$ cat src/rtl/xbar_ctrl_reg.sv
// xbar_ctrl_reg: registered crossbar connection map for the router switch stage.
// Turns per-input one-hot allocation rows into per-input output selects and
// per-output input selects. Held connections (multi-flit packets) are kept,
// contention is resolved by lowest input index, and drops are reported.
module xbar_ctrl_reg #(
    parameter int NUM_PORT = 6,
    parameter int CNT_W    = 8,
    parameter int SEL_W    = (NUM_PORT > 1) ? $clog2(NUM_PORT) : 1
) (
    input  logic                         clk,
    input  logic                         rst_n,
    input  logic                         alloc_valid,
    input  logic [NUM_PORT*NUM_PORT-1:0] alloc_vec,
    input  logic [NUM_PORT-1:0]          hold_vec,
    output logic [NUM_PORT*SEL_W-1:0]    out_sel_vec,
    output logic [NUM_PORT-1:0]          out_vld,
    output logic [NUM_PORT*SEL_W-1:0]    in_sel_vec,
    output logic [NUM_PORT-1:0]          in_vld,
    output logic                         conflict,
    output logic                         multi_hot,
    output logic [CNT_W-1:0]             conflict_cnt
);

    // Index of the highest set bit of an allocation row (0 for an empty row).
    function automatic logic [SEL_W-1:0] hi_bit(input logic [NUM_PORT-1:0] row);
        logic [SEL_W-1:0] idx;
        idx = {SEL_W{1'b0}};
        for (int j = 0; j < NUM_PORT; j++) begin
            if (row[j]) begin
                idx = SEL_W'(j);
            end else begin
                idx = idx;
            end
        end
        return idx;
    endfunction

    // True when more than one bit of the row is set.
    function automatic logic is_multi(input logic [NUM_PORT-1:0] row);
        return (row & (row - {{(NUM_PORT-1){1'b0}}, 1'b1})) != {NUM_PORT{1'b0}};
    endfunction

    logic [NUM_PORT*SEL_W-1:0] out_sel_r;
    logic [NUM_PORT-1:0]       out_vld_r;
    logic [NUM_PORT*SEL_W-1:0] in_sel_r;
    logic [NUM_PORT-1:0]       in_vld_r;
    logic                      conflict_r;
    logic                      multi_hot_r;
    logic [CNT_W-1:0]          conflict_cnt_r;

    logic [NUM_PORT*SEL_W-1:0] nxt_out_sel_s;
    logic [NUM_PORT-1:0]       nxt_out_vld_s;
    logic [NUM_PORT*SEL_W-1:0] nxt_in_sel_s;
    logic [NUM_PORT-1:0]       nxt_in_vld_s;
    logic [NUM_PORT-1:0]       held_s;
    logic [NUM_PORT-1:0]       taken_s;
    logic [NUM_PORT-1:0]       row_s;
    logic [SEL_W-1:0]          req_s;
    logic                      conflict_s;
    logic                      multi_hot_s;

    // Next connection map: keep held links, decode rows, arbitrate by index, rebuild reverse map.
    always_comb begin
        nxt_out_sel_s = {(NUM_PORT*SEL_W){1'b0}};
        nxt_out_vld_s = {NUM_PORT{1'b0}};
        nxt_in_sel_s  = {(NUM_PORT*SEL_W){1'b0}};
        nxt_in_vld_s  = {NUM_PORT{1'b0}};
        held_s        = out_vld_r & hold_vec;
        taken_s       = {NUM_PORT{1'b0}};
        row_s         = {NUM_PORT{1'b0}};
        req_s         = {SEL_W{1'b0}};
        conflict_s    = 1'b0;
        multi_hot_s   = 1'b0;

        // Held inputs keep their output and reserve it before anyone arbitrates.
        for (int i = 0; i < NUM_PORT; i++) begin
            if (held_s[i]) begin
                nxt_out_sel_s[i*SEL_W +: SEL_W] = out_sel_r[i*SEL_W +: SEL_W];
                nxt_out_vld_s[i]                = 1'b1;
                for (int j = 0; j < NUM_PORT; j++) begin
                    if (out_sel_r[i*SEL_W +: SEL_W] == SEL_W'(j)) begin
                        taken_s[j] = 1'b1;
                    end else begin
                        taken_s[j] = taken_s[j];
                    end
                end
            end else begin
                nxt_out_vld_s[i] = 1'b0;
            end
        end

        // Ascending index order means the first claimant of a free output is the lowest index.
        for (int i = 0; i < NUM_PORT; i++) begin
            row_s = alloc_vec[i*NUM_PORT +: NUM_PORT];
            if (alloc_valid && !held_s[i] && (row_s != {NUM_PORT{1'b0}})) begin
                req_s = hi_bit(row_s);
                multi_hot_s = multi_hot_s | is_multi(row_s);
                for (int j = 0; j < NUM_PORT; j++) begin
                    if (req_s == SEL_W'(j)) begin
                        if (taken_s[j]) begin
                            conflict_s = 1'b1;
                        end else begin
                            taken_s[j]                      = 1'b1;
                            nxt_out_sel_s[i*SEL_W +: SEL_W] = req_s;
                            nxt_out_vld_s[i]                = 1'b1;
                        end
                    end else begin
                        taken_s[j] = taken_s[j];
                    end
                end
            end else begin
                req_s = {SEL_W{1'b0}};
            end
        end

        // Reverse map is derived from the forward map so the two can never disagree.
        for (int i = 0; i < NUM_PORT; i++) begin
            for (int j = 0; j < NUM_PORT; j++) begin
                if (nxt_out_vld_s[i] && (nxt_out_sel_s[i*SEL_W +: SEL_W] == SEL_W'(j))) begin
                    nxt_in_sel_s[j*SEL_W +: SEL_W] = SEL_W'(i);
                    nxt_in_vld_s[j]                = 1'b1;
                end else begin
                    nxt_in_vld_s[j] = nxt_in_vld_s[j];
                end
            end
        end
    end

    // Connection map and report flags register; async clear drops any held packet.
    always_ff @(posedge clk or negedge rst_n) begin
        if (!rst_n) begin
            out_sel_r   <= {(NUM_PORT*SEL_W){1'b0}};
            out_vld_r   <= {NUM_PORT{1'b0}};
            in_sel_r    <= {(NUM_PORT*SEL_W){1'b0}};
            in_vld_r    <= {NUM_PORT{1'b0}};
            conflict_r  <= 1'b0;
            multi_hot_r <= 1'b0;
        end else begin
            out_sel_r   <= nxt_out_sel_s;
            out_vld_r   <= nxt_out_vld_s;
            in_sel_r    <= nxt_in_sel_s;
            in_vld_r    <= nxt_in_vld_s;
            conflict_r  <= conflict_s;
            multi_hot_r <= multi_hot_s;
        end
    end

    // Saturating count of cycles that dropped at least one request.
    always_ff @(posedge clk or negedge rst_n) begin
        if (!rst_n) begin
            conflict_cnt_r <= {CNT_W{1'b0}};
        end else if (conflict_s && (conflict_cnt_r != {CNT_W{1'b1}})) begin
            conflict_cnt_r <= conflict_cnt_r + {{(CNT_W-1){1'b0}}, 1'b1};
        end else begin
            conflict_cnt_r <= conflict_cnt_r;
        end
    end

    assign out_sel_vec  = out_sel_r;
    assign out_vld      = out_vld_r;
    assign in_sel_vec   = in_sel_r;
    assign in_vld       = in_vld_r;
    assign conflict     = conflict_r;
    assign multi_hot    = multi_hot_r;
    assign conflict_cnt = conflict_cnt_r;

endmodule

$ cat config.mk
export PLATFORM = sky130hd
export DESIGN_NAME = xbar_ctrl_reg
export DESIGN_NICKNAME = d
export VERILOG_FILES = /design/src/rtl/xbar_ctrl_reg.sv
export SDC_FILE = /design/constraint.sdc
export NUM_CORES = 1
export LEC_CHECK = 0
export CELL_PAD_IN_SITES_DETAIL_PLACEMENT = 1
export CELL_PAD_IN_SITES_GLOBAL_PLACEMENT = 1
export CORE_ASPECT_RATIO = 0.7
export CORE_UTILIZATION = 34
export CTS_CLUSTER_SIZE = 10
export DETAILED_ROUTE_END_ITERATION = 6
export HOLD_SLACK_MARGIN = 0.02
export PLACE_DENSITY = 0.8
export SLEW_MARGIN = 20
export SYNTH_ARGS = -nofsm -noshare
export SYNTH_HDL_FRONTEND = slang
export SYNTH_SLANG_ARGS = --single-unit
$ cat constraint.sdc
create_clock -name clk -period 2.75 [get_ports clk]
set_clock_uncertainty 0.15 [all_clocks]
set_input_delay 0.825 -clock clk [delete_from_list [all_inputs] [get_ports clk]]
set_output_delay 0.825 -clock clk [all_outputs]
set_load 0.01 [all_outputs]
==> summary.txt, run 1 <==
Clock network
  – CTS Root Cell: clkbuf_16
  – Cts bufs inserted: 9
  – Number of H-tree branching levels: 3
  – Clk buf depth: 2
  – Sink Count: 58

Outcome
  – Stopping stage: global routing (5_1_grt)
  – Status: aborted with a tool error
  – First error: [ERROR GRT-0232] Routing congestion too high. Check the congestion heatmap in the GUI.

Placement
  – Dpl hpwl: 18.2 mm
  – IO Port Bufs: 102
  – GP Congestion: 0.966
  – Pre-CTS WS: -1.55 ns

Timing
  – Worst endpoint type: sequential cell input
  – Worst Endpoint after GRT Repair: conflict_cnt[1]$_DFFE_PN0P_/D

Global routing
  – Total Routing Usage GR: 85.6%
  – GRT overflow: 368
  – Largest net degree at the start of global routing: 40

Yosys
  – Post-synth ARST share: 100%
  – Synth top area cells: dfrtp_1, nand2_1, nand3_1
  – Main synth FF type: dfrtp_1
  – Top cell type's share of synthesized area: 33.4%
  – Synth warn: 0
  – Mapped cell area: 0.00435 sq mm
  – Seq/Total Area, Yosys: 33.4%
  – Post-synth EDFFs: 0
  – Syn Inst Count: 531
  – Synth unique cells: 77
  – Most instantiated cells after synthesis: nand2_1, dfrtp_1, nand3_1, nor2_1, inv_1
  – Number of synthesized register bits: 58
  – Synth Net Count: 577
  – Synth area leader: dfrtp_1
  – Most instantiated library cell after synthesis: nand2_1
  – Post-Syn Area per Cell: 8.18 sq um

Floorplan
  – Site row count: 34
  – Initial core utilization: 35.0%
  – DIE HEIGHT: 96.6 microns
  – Chip width: 137 microns
  – Ports: 103
routing by layer:
| layer | GRT overflow | track usage, % |
|---|---|---|
| met3 | 6 | 70.1 |
| met5 | 0 | 23.8 |
| met2 | 233 | 106 |
| met4 | 127 | 97.2 |
| met1 | 2 | 80.4 |
what timing repair did:
item,CTS
resized for setup,322
pin swaps,63
endpoints found under the setup margin,58
setup buffers,43
hold buffers,0
cloned,1
kinds of logic after synthesis:
family | Yosys count | share of synthesized area (%)
flops | 58 | 33.4
simple gates | 271 | 34.8
xor+xnor | 2 | 0.403
fa+ha+maj | 5 | 1.21
buf+inv | 44 | 4.58
mux | 5 | 1.30
compound gates | 146 | 24.3
metrics by stage:
step,setup TNS (ns),instances,cell area [sq um]
floorplan,-5.09,531,4540
global placement,-58.01,999,7290
detailed placement,-60.82,999,7290
CTS,-12.20,1052,9020
==> run 2: changes to the inputs <==
CELL_PAD_IN_SITES_DETAIL_PLACEMENT = default   (was 1)
CELL_PAD_IN_SITES_GLOBAL_PLACEMENT = default   (was 1)
CORE_ASPECT_RATIO = default   (was 0.7)
CORE_UTILIZATION = 25   (was 34)
CTS_CLUSTER_SIZE = default   (was 10)
HOLD_SLACK_MARGIN = default   (was 0.02)
PLACE_DENSITY = default   (was 0.8)
PLACE_DENSITY_LB_ADDON = 0.15   (was default)
clock period = 3.6 ns   (was 2.75 ns; I/O delays follow)
==> run 2 against run 1 <==
Against the previous run: the flow now finishes without violations; synthesized area stayed put; synthesized cell count stayed put.
==> summary.txt, run 2 <==
Worst setup path
  – CP arrival: 3.63 ns
  – Kind of critical path: primary input to register
  – CP Capture Type: register
  – Startpoint types: primary input
  – WP data required: 3.66 ns
  – Critical Path Fanout Max: 7

Route
  – DR iter-0 viols: 345
  – Post-Route M1 WL: 9.06 mm
  – Routed length per instance: 18.0 microns
  – Vias: 5,498
  – Detailed-router iteration count before antenna repair: 5
  – Final wirelength: 19.4 mm
  – ANT nets after route: 0
  – DR WL met3: 740 microns
  – Drt via density: 5.10
  – Metal2 WL: 9.15 mm
  – DR DRC count: 0
  – Top sig layer: met4

Timing
  – Fin. Hold Viols: 0
  – Fin crit period: 3.58 ns
  – Worst-margin pin slew: 0.760 ns
  – Peak Freq: 0.279 GHz
  – Max Slew Vio Count: 0
  – Rel. slew slack: 49.3%
  – Crit share post-route: 99.4%
  – RSZ-0062 raised after global routing: yes
  – Hold WS: 0.352 ns
  – Final setup vio count: 0

Clock network
  – Cts bufs inserted: 9 (unchanged)
  – TritonCTS clock tree: yes
  – CTS Root Cell: clkbuf_16
  – Clock slew at reported path FFs: 0.05 ns
  – Clk buf depth: 2 (unchanged)
  – Number of H-tree branching levels: 3 (unchanged)
  – Sink Count: 58 (unchanged)
  – Skew-Pair Late Insertion Delay: 0.32 ns

Pwr
  – Pint: 2.14 mW
  – Part of the power in the clock network: 27.2%
  – PD cells: 399 mW/mm^2
  – Worst vdd ir: 232 uV
  – Sequential share of power: 28.7%
  – Switch Pwr: 1.06 mW
  – Leakage: 3.72 nW
  – Sw frac: 33.0%
  – Gate power share: 44.0%

Yosys
  – Seq/Total Area, Yosys: 33.4% (unchanged)
  – Synth unique cells: 77 (unchanged)
  – Most instantiated cells after synthesis: nand2_1, dfrtp_1, nand3_1, nor2_1, inv_1
  – Post-synth ARST share: 100% (unchanged)
  – Number of synthesized register bits: 58 (unchanged)
  – Main synth FF type: dfrtp_1
  – Synth area leader: dfrtp_1
  – Post-Syn Area per Cell: 8.18 sq um (unchanged)
  – Top cell type's share of synthesized area: 33.4% (unchanged)
  – Synth top area cells: dfrtp_1, nand2_1, nand3_1
  – Syn Inst Count: 531 (unchanged)
  – Synth Net Count: 577 (unchanged)
  – Synth warn: 0 (unchanged)
  – Post-synth EDFFs: 0 (unchanged)
  – Most instantiated library cell after synthesis: nand2_1
  – Mapped cell area: 0.00435 sq mm (unchanged)

Floorplan
  – DIE HEIGHT: 134 microns (+39%)
  – Core area: 0.0168 sq mm
  – Chip width: 134 microns (-2.4%)
  – Initial core utilization: 25.9% (-9.1 points)
  – Ports: 103 (unchanged)
  – Site row count: 47 (+38%)
  – Die area: 0.0179 sq mm

Layout
  – Post-route non-filler standard cell count: 1,077
  – N_diodes: 0
  – Area grow syn2layout: 84.2%
  – Most frequent cells in the layout: buf_4, clkdlybuf4s50_1, nand2_1
  – Final net count: 899
  – Share of cells above drive strength 1: 39.3%
  – Commonest non-fill, non-tap cell in the layout: buf_4

Global routing
  – Largest net degree at the start of global routing: 59
  – First-pass GRT wire length: 30.1 mm
  – Total Routing Usage GR: 22.1%
  – Vias in the first global route: 5,495
  – GRT overflow: 0
  – Initial antenna violation count: 0

Outcome
  – Status: finished, final reports clean

Placement
  – IO Port Bufs: 102 (unchanged)
  – Inst Count DP: 1,040 (+4.1%)
  – Dpl hpwl: 15.7 mm (-14%)
  – GP Congestion: 0.966 (about the same)

Job
  – Max-cap violations: 0

Worst hold path
  – Hold/Removal Path Class: register to register
## run 2: worst paths after layout
check                                       startpoint                     endpoint  slack [ns]  depth (start not counted)
max                                       alloc_vec[9]  conflict_cnt[5]$_DFFE_PN0P_        0.02                         11
min in group asynchronous                        rst_n  conflict_cnt[3]$_DFFE_PN0P_        0.76                          2
max in group asynchronous                        rst_n          multi_hot$_DFF_PN0_        2.04                          2
min                        conflict_cnt[3]$_DFFE_PN0P_  conflict_cnt[3]$_DFFE_PN0P_        0.35                          1
min reg2reg                conflict_cnt[3]$_DFFE_PN0P_  conflict_cnt[3]$_DFFE_PN0P_        0.35                          1
max reg2reg                  out_sel_vec[16]$_DFF_PN0_  conflict_cnt[5]$_DFFE_PN0P_        0.39                         11
## run 2: metrics by stage
stage	TNS [ns]	instance area, sq um	setup slack, ns	utilization [%]	power (mW)
6_report	0	8000	0.0218	47.8	3.20
5_1_grt	-0.216	8000	-0.0580	47.8	3.37
4_1_cts	0	7890	0.00102	47.1	3.18
3_5_place_dp	-29.84	7110	-1.02	42.4	2.21
3_3_place_gp	-29.18	7110	-0.981	42.4	2.21
2_1_floorplan	0	4370	0.00940	-	1.41
## run 2: power groups by stage
stage / registers, mW / logic (mW) / clock network, mW
final: 0.919 / 1.41 / 0.870
after global routing: 0.938 / 1.51 / 0.922
after CTS: 0.918 / 1.37 / 0.891
after detailed placement: 0.927 / 1.29 / 0
after global placement: 0.926 / 1.28 / 0
after floorplan: 0.959 / 0.448 / 0
## run 2: cell families (layout without fill, tap and decap cells)
group           count (synthesis)  in the layout  share of synthesized area (%)
compound gates                146            146                           24.3
xor+xnor                        2              2                          0.403
simple gates                  271            271                           34.8
flops                          58             58                           33.4
fa+ha+maj                       5              5                           1.21
mux                             5              5                           1.30
buf+inv                        44            370                           4.58
## run 2: repair_timing
action | in CTS | in global routing
setup buffers | 22 | 3
endpoints found under the setup margin | 38 | 29
pin swaps | 33 | 17
hold buffers | 0 | 0
gates resized for setup | 119 | 46
## run 2: critical path: stages
cell	delay, ns
dlygate4sd2_1	0.31
nor3b_2	0.21
a32oi_4	0.22
nand2_2	0.12
or4b_4	0.54
a21boi_4	0.16
nor4bb_4	0.17
a221oi_4	0.28
buf_12	0.16
a21oi_1	0.07
mux2_1	0.31
## run 2: area by class of cell
cell class                 count  area [sq um]
sequential                    58          1450
tap                          220           275
multi-input combinational    429          3170
fill                        1711          8760
timing repair buffer         323          2680
clock inverter                 2          35.0
inverter                      32           120
clock buffer                  13           270
## run 2: routing by layer
| metal | global-route usage [%] | vias to the layer above |
|---|---|---|
| met3 | 2.61 | 32 |
| met2 | 36.0 | 161 |
| met1 | 30.2 | 2642 |
| li1 | - | 2663 |
| met5 | 0 | - |
| met4 | 7.32 | 0 |
(Power assumes the default switching activity.)
==> run 3: changes to the inputs <==
CORE_MARGIN = 2   (was default)
==> run 3 against run 2 <==
Against the previous run: power increased by 4.2%; first-iteration DRC count increased by 13%; via count down 0.58%; maximum frequency grew 1.0%; setup slack improved by 0.037 ns; non-clock buffer count is 19 lower; combinational power is essentially flat; largest cell class unchanged; clock power rose by 14%; die area increased by 3.0%; critical endpoint is now conflict_cnt[7]$_DFFE_PN0P_; largest power group unchanged.
==> summary.txt, run 3 (synthesis results as in run 2) <==
Global routing
  – Vias in the first global route: 5,608 (+2.1%)
  – Initial antenna violation count: 0 (unchanged)
  – Total Routing Usage GR: 21.7% (-0.34 points)
  – First-pass GRT wire length: 30.6 mm (+1.7%)
  – GRT overflow: 0 (unchanged)
  – Largest net degree at the start of global routing: 34 (-42%)

Placement
  – GP Congestion: 0.847 (-12%)
  – IO Port Bufs: 102 (unchanged)
  – Post-DP Area: 0.00700 sq mm (-1.6%)
  – Dpl hpwl: 15.8 mm (+0.88%)

Worst setup path
  – Critical Path Fanout Max: 7 (unchanged)
  – R2R Setup Slk: 0.42 ns (+0.03 ns)
  – CP Capture Type: register
  – Reg2Reg Depth: 11 (unchanged)
  – Startpoint types: primary input
  – CP arrival: 3.61 ns (-0.02 ns)
  – WP data required: 3.66 ns (about the same)
  – Kind of critical path: primary input to register

Layout
  – Final Util: 46.2% (-1.5 points)
  – Most frequent cells in the layout: buf_4, clkdlybuf4s50_1, dfrtp_1
  – Area grow syn2layout: 82.1%
  – Share of cells above drive strength 1: 39.3% (about the same)
  – Cell area after layout: 0.00791 sq mm (-1.1%)
  – N_diodes: 0 (unchanged)
  – Commonest non-fill, non-tap cell in the layout: buf_4
  – Final net count: 881 (-2.0%)

Route
  – Routed length per instance: 18.4 microns (+2.1%)
  – Vias: 5,466 (-0.58%)
  – DR iter-0 viols: 389 (+13%)
  – ANT nets after route: 0 (unchanged)
  – Detailed-router iteration count before antenna repair: 6 (+1)
  – Drt via density: 5.13 (+0.54%)
  – Final wirelength: 19.6 mm (+0.92%)
  – DR DRC count: 0 (unchanged)

Floorplan
  – Chip width: 136 microns (+1.5%)
  – Initial core utilization: 25.4% (-0.54 points)
  – Die area: 0.0185 sq mm (+3.0%)
  – Core area: 0.0171 sq mm (+2.1%)
  – DIE HEIGHT: 136 microns (+1.5%)
  – Ports: 103 (unchanged)
  – Site row count: 48 (+2.1%)

Timing
  – Crit share post-route: 98.4% (-1.0 points)
  – Max Slew Vio Count: 0 (unchanged)
  – Peak Freq: 0.282 GHz (+1.0%)
  – Rel. slew slack: 65.7% (+16 points)
  – Worst-margin pin slew: 0.510 ns (-0.250 ns)
  – Final setup vio count: 0 (unchanged)
  – Fin. Hold Viols: 0 (unchanged)
  – RSZ-0062 raised after global routing: yes
  – Fin crit period: 3.54 ns (-0.0365 ns)

Pwr
  – Part of the power in the clock network: 29.8% (+2.6 points)
  – Sw frac: 33.1% (+0.057 points)
  – Worst vdd ir: 250 uV (+7.7%)
  – Sequential share of power: 27.9% (-0.8 points)
  – PD cells: 421 mW/mm^2 (+5.4%)
  – Switch Pwr: 1.10 mW (+4.4%)
  – Pint: 2.23 mW (+4.1%)
  – Gate power share: 42.3% (-1.7 points)
  – Leakage: 3.65 nW (-1.9%)

Clock network
  – CTS Root Cell: clkbuf_16
  – Number of H-tree branching levels: 3 (unchanged)
  – Skew-Pair Late Insertion Delay: 0.33 ns (about the same)
  – Clk buf depth: 2 (unchanged)
  – Cts bufs inserted: 9 (unchanged)
  – TritonCTS clock tree: yes
  – Clock slew at reported path FFs: 0.05 ns (about the same)
  – Post-CTS Hold Buffers: 0 (unchanged)
  – Sink Count: 58 (unchanged)

Job
  – Max-cap violations: 0 (unchanged)

Worst hold path
  – Worst hold stages: 1 (unchanged)
  – Hold/Removal Path Class: register to register

Outcome
  – Status: finished, final reports clean
-- run 3: changes by cell type in the layout (fill, tap and decap cells not counted), sizes merged --
cell	delta
clkdlybuf4s50	-1
bufinv	+1
dlygate4sd2	-1
dlymetal6s2s	+1
a21boi	+1
buf	-22
clkbuf	+4
-- run 3: final cells by class --
cell class	count	area (sq um)
fill	1723	9200
clock inverter	3	68.8
inverter	32	120
clock buffer	13	280
tap	225	282
multi-input combinational	430	3220
timing repair buffer	304	2490
sequential	58	1450
-- run 3: worst max-delay path: stages --
cell and delay [ns]:
clkdlybuf4s15_1 0.24, nor4_4 0.34, buf_4 0.18, nand2b_4 0.06, nor2_4 0.16, nor3_4 0.08, buf_4 0.14, nand3_1 0.09
nor4bb_4 0.40, a221oi_4 0.13, buf_12 0.16, a211oi_4 0.23, mux2_4 0.31
-- run 3: power groups by stage --
| stage | Sequential (mW) | Clock, mW | Combinational [mW] |
|---|---|---|---|
| 4_1_cts | 0.927 | 1.01 | 1.36 |
| 2_1_floorplan | 0.959 | 0 | 0.448 |
| 3_3_place_gp | 0.928 | 0 | 1.26 |
| 3_5_place_dp | 0.930 | 0 | 1.27 |
| 6_report | 0.930 | 0.993 | 1.41 |
| 5_1_grt | 0.950 | 1.03 | 1.52 |
-- run 3: what timing repair did --
item	CTS	global route
gates cloned	1	0
setup buffers	14	5
gates resized for setup	106	60
setup endpoints to repair	36	30
pin swaps	31	20
-- run 3: final timing paths --
path,startpoint,end
worst max-delay path,alloc_vec[2],conflict_cnt[7]$_DFFE_PN0P_
worst min-delay path,conflict_cnt[3]$_DFFE_PN0P_,conflict_cnt[3]$_DFFE_PN0P_
worst max register to register,out_vld[1]$_DFF_PN0_,conflict_cnt[2]$_DFFE_PN0P_
worst min register to register,conflict_cnt[3]$_DFFE_PN0P_,conflict_cnt[3]$_DFFE_PN0P_
max in group asynchronous,rst_n,out_sel_vec[10]$_DFF_PN0_
min in group asynchronous,rst_n,conflict_cnt[5]$_DFFE_PN0P_
-- run 3: metal layers --
metal	up-vias	global-route usage (%)	wire length, microns	part of all wire, %
li1	2630	-	-	-
met1	2660	29.2	9060	46
met2	160	36.4	9440	48
met3	16	4.18	905	4.6
met4	0	4.40	202	1.0
met5	-	0	0	0
-- run 3: through the flow --
| stage | TNS (ns) | setup slack, ns | power, mW | instances | hold slack (ns) |
|---|---|---|---|---|---|
| floorplan | 0 | 0.00940 | 1.41 | 531 | 0.377 |
| global placement | -28.50 | -0.933 | 2.19 | 1031 | 0.346 |
| detailed placement | -28.01 | -0.966 | 2.20 | 1031 | 0.348 |
| CTS | 0 | 0.00475 | 3.30 | 1060 | 0.358 |
| global route | -0.0499 | -0.0320 | 3.51 | 1065 | 0.389 |
| finish | 0 | 0.0584 | 3.33 | 1065 | 0.351 |
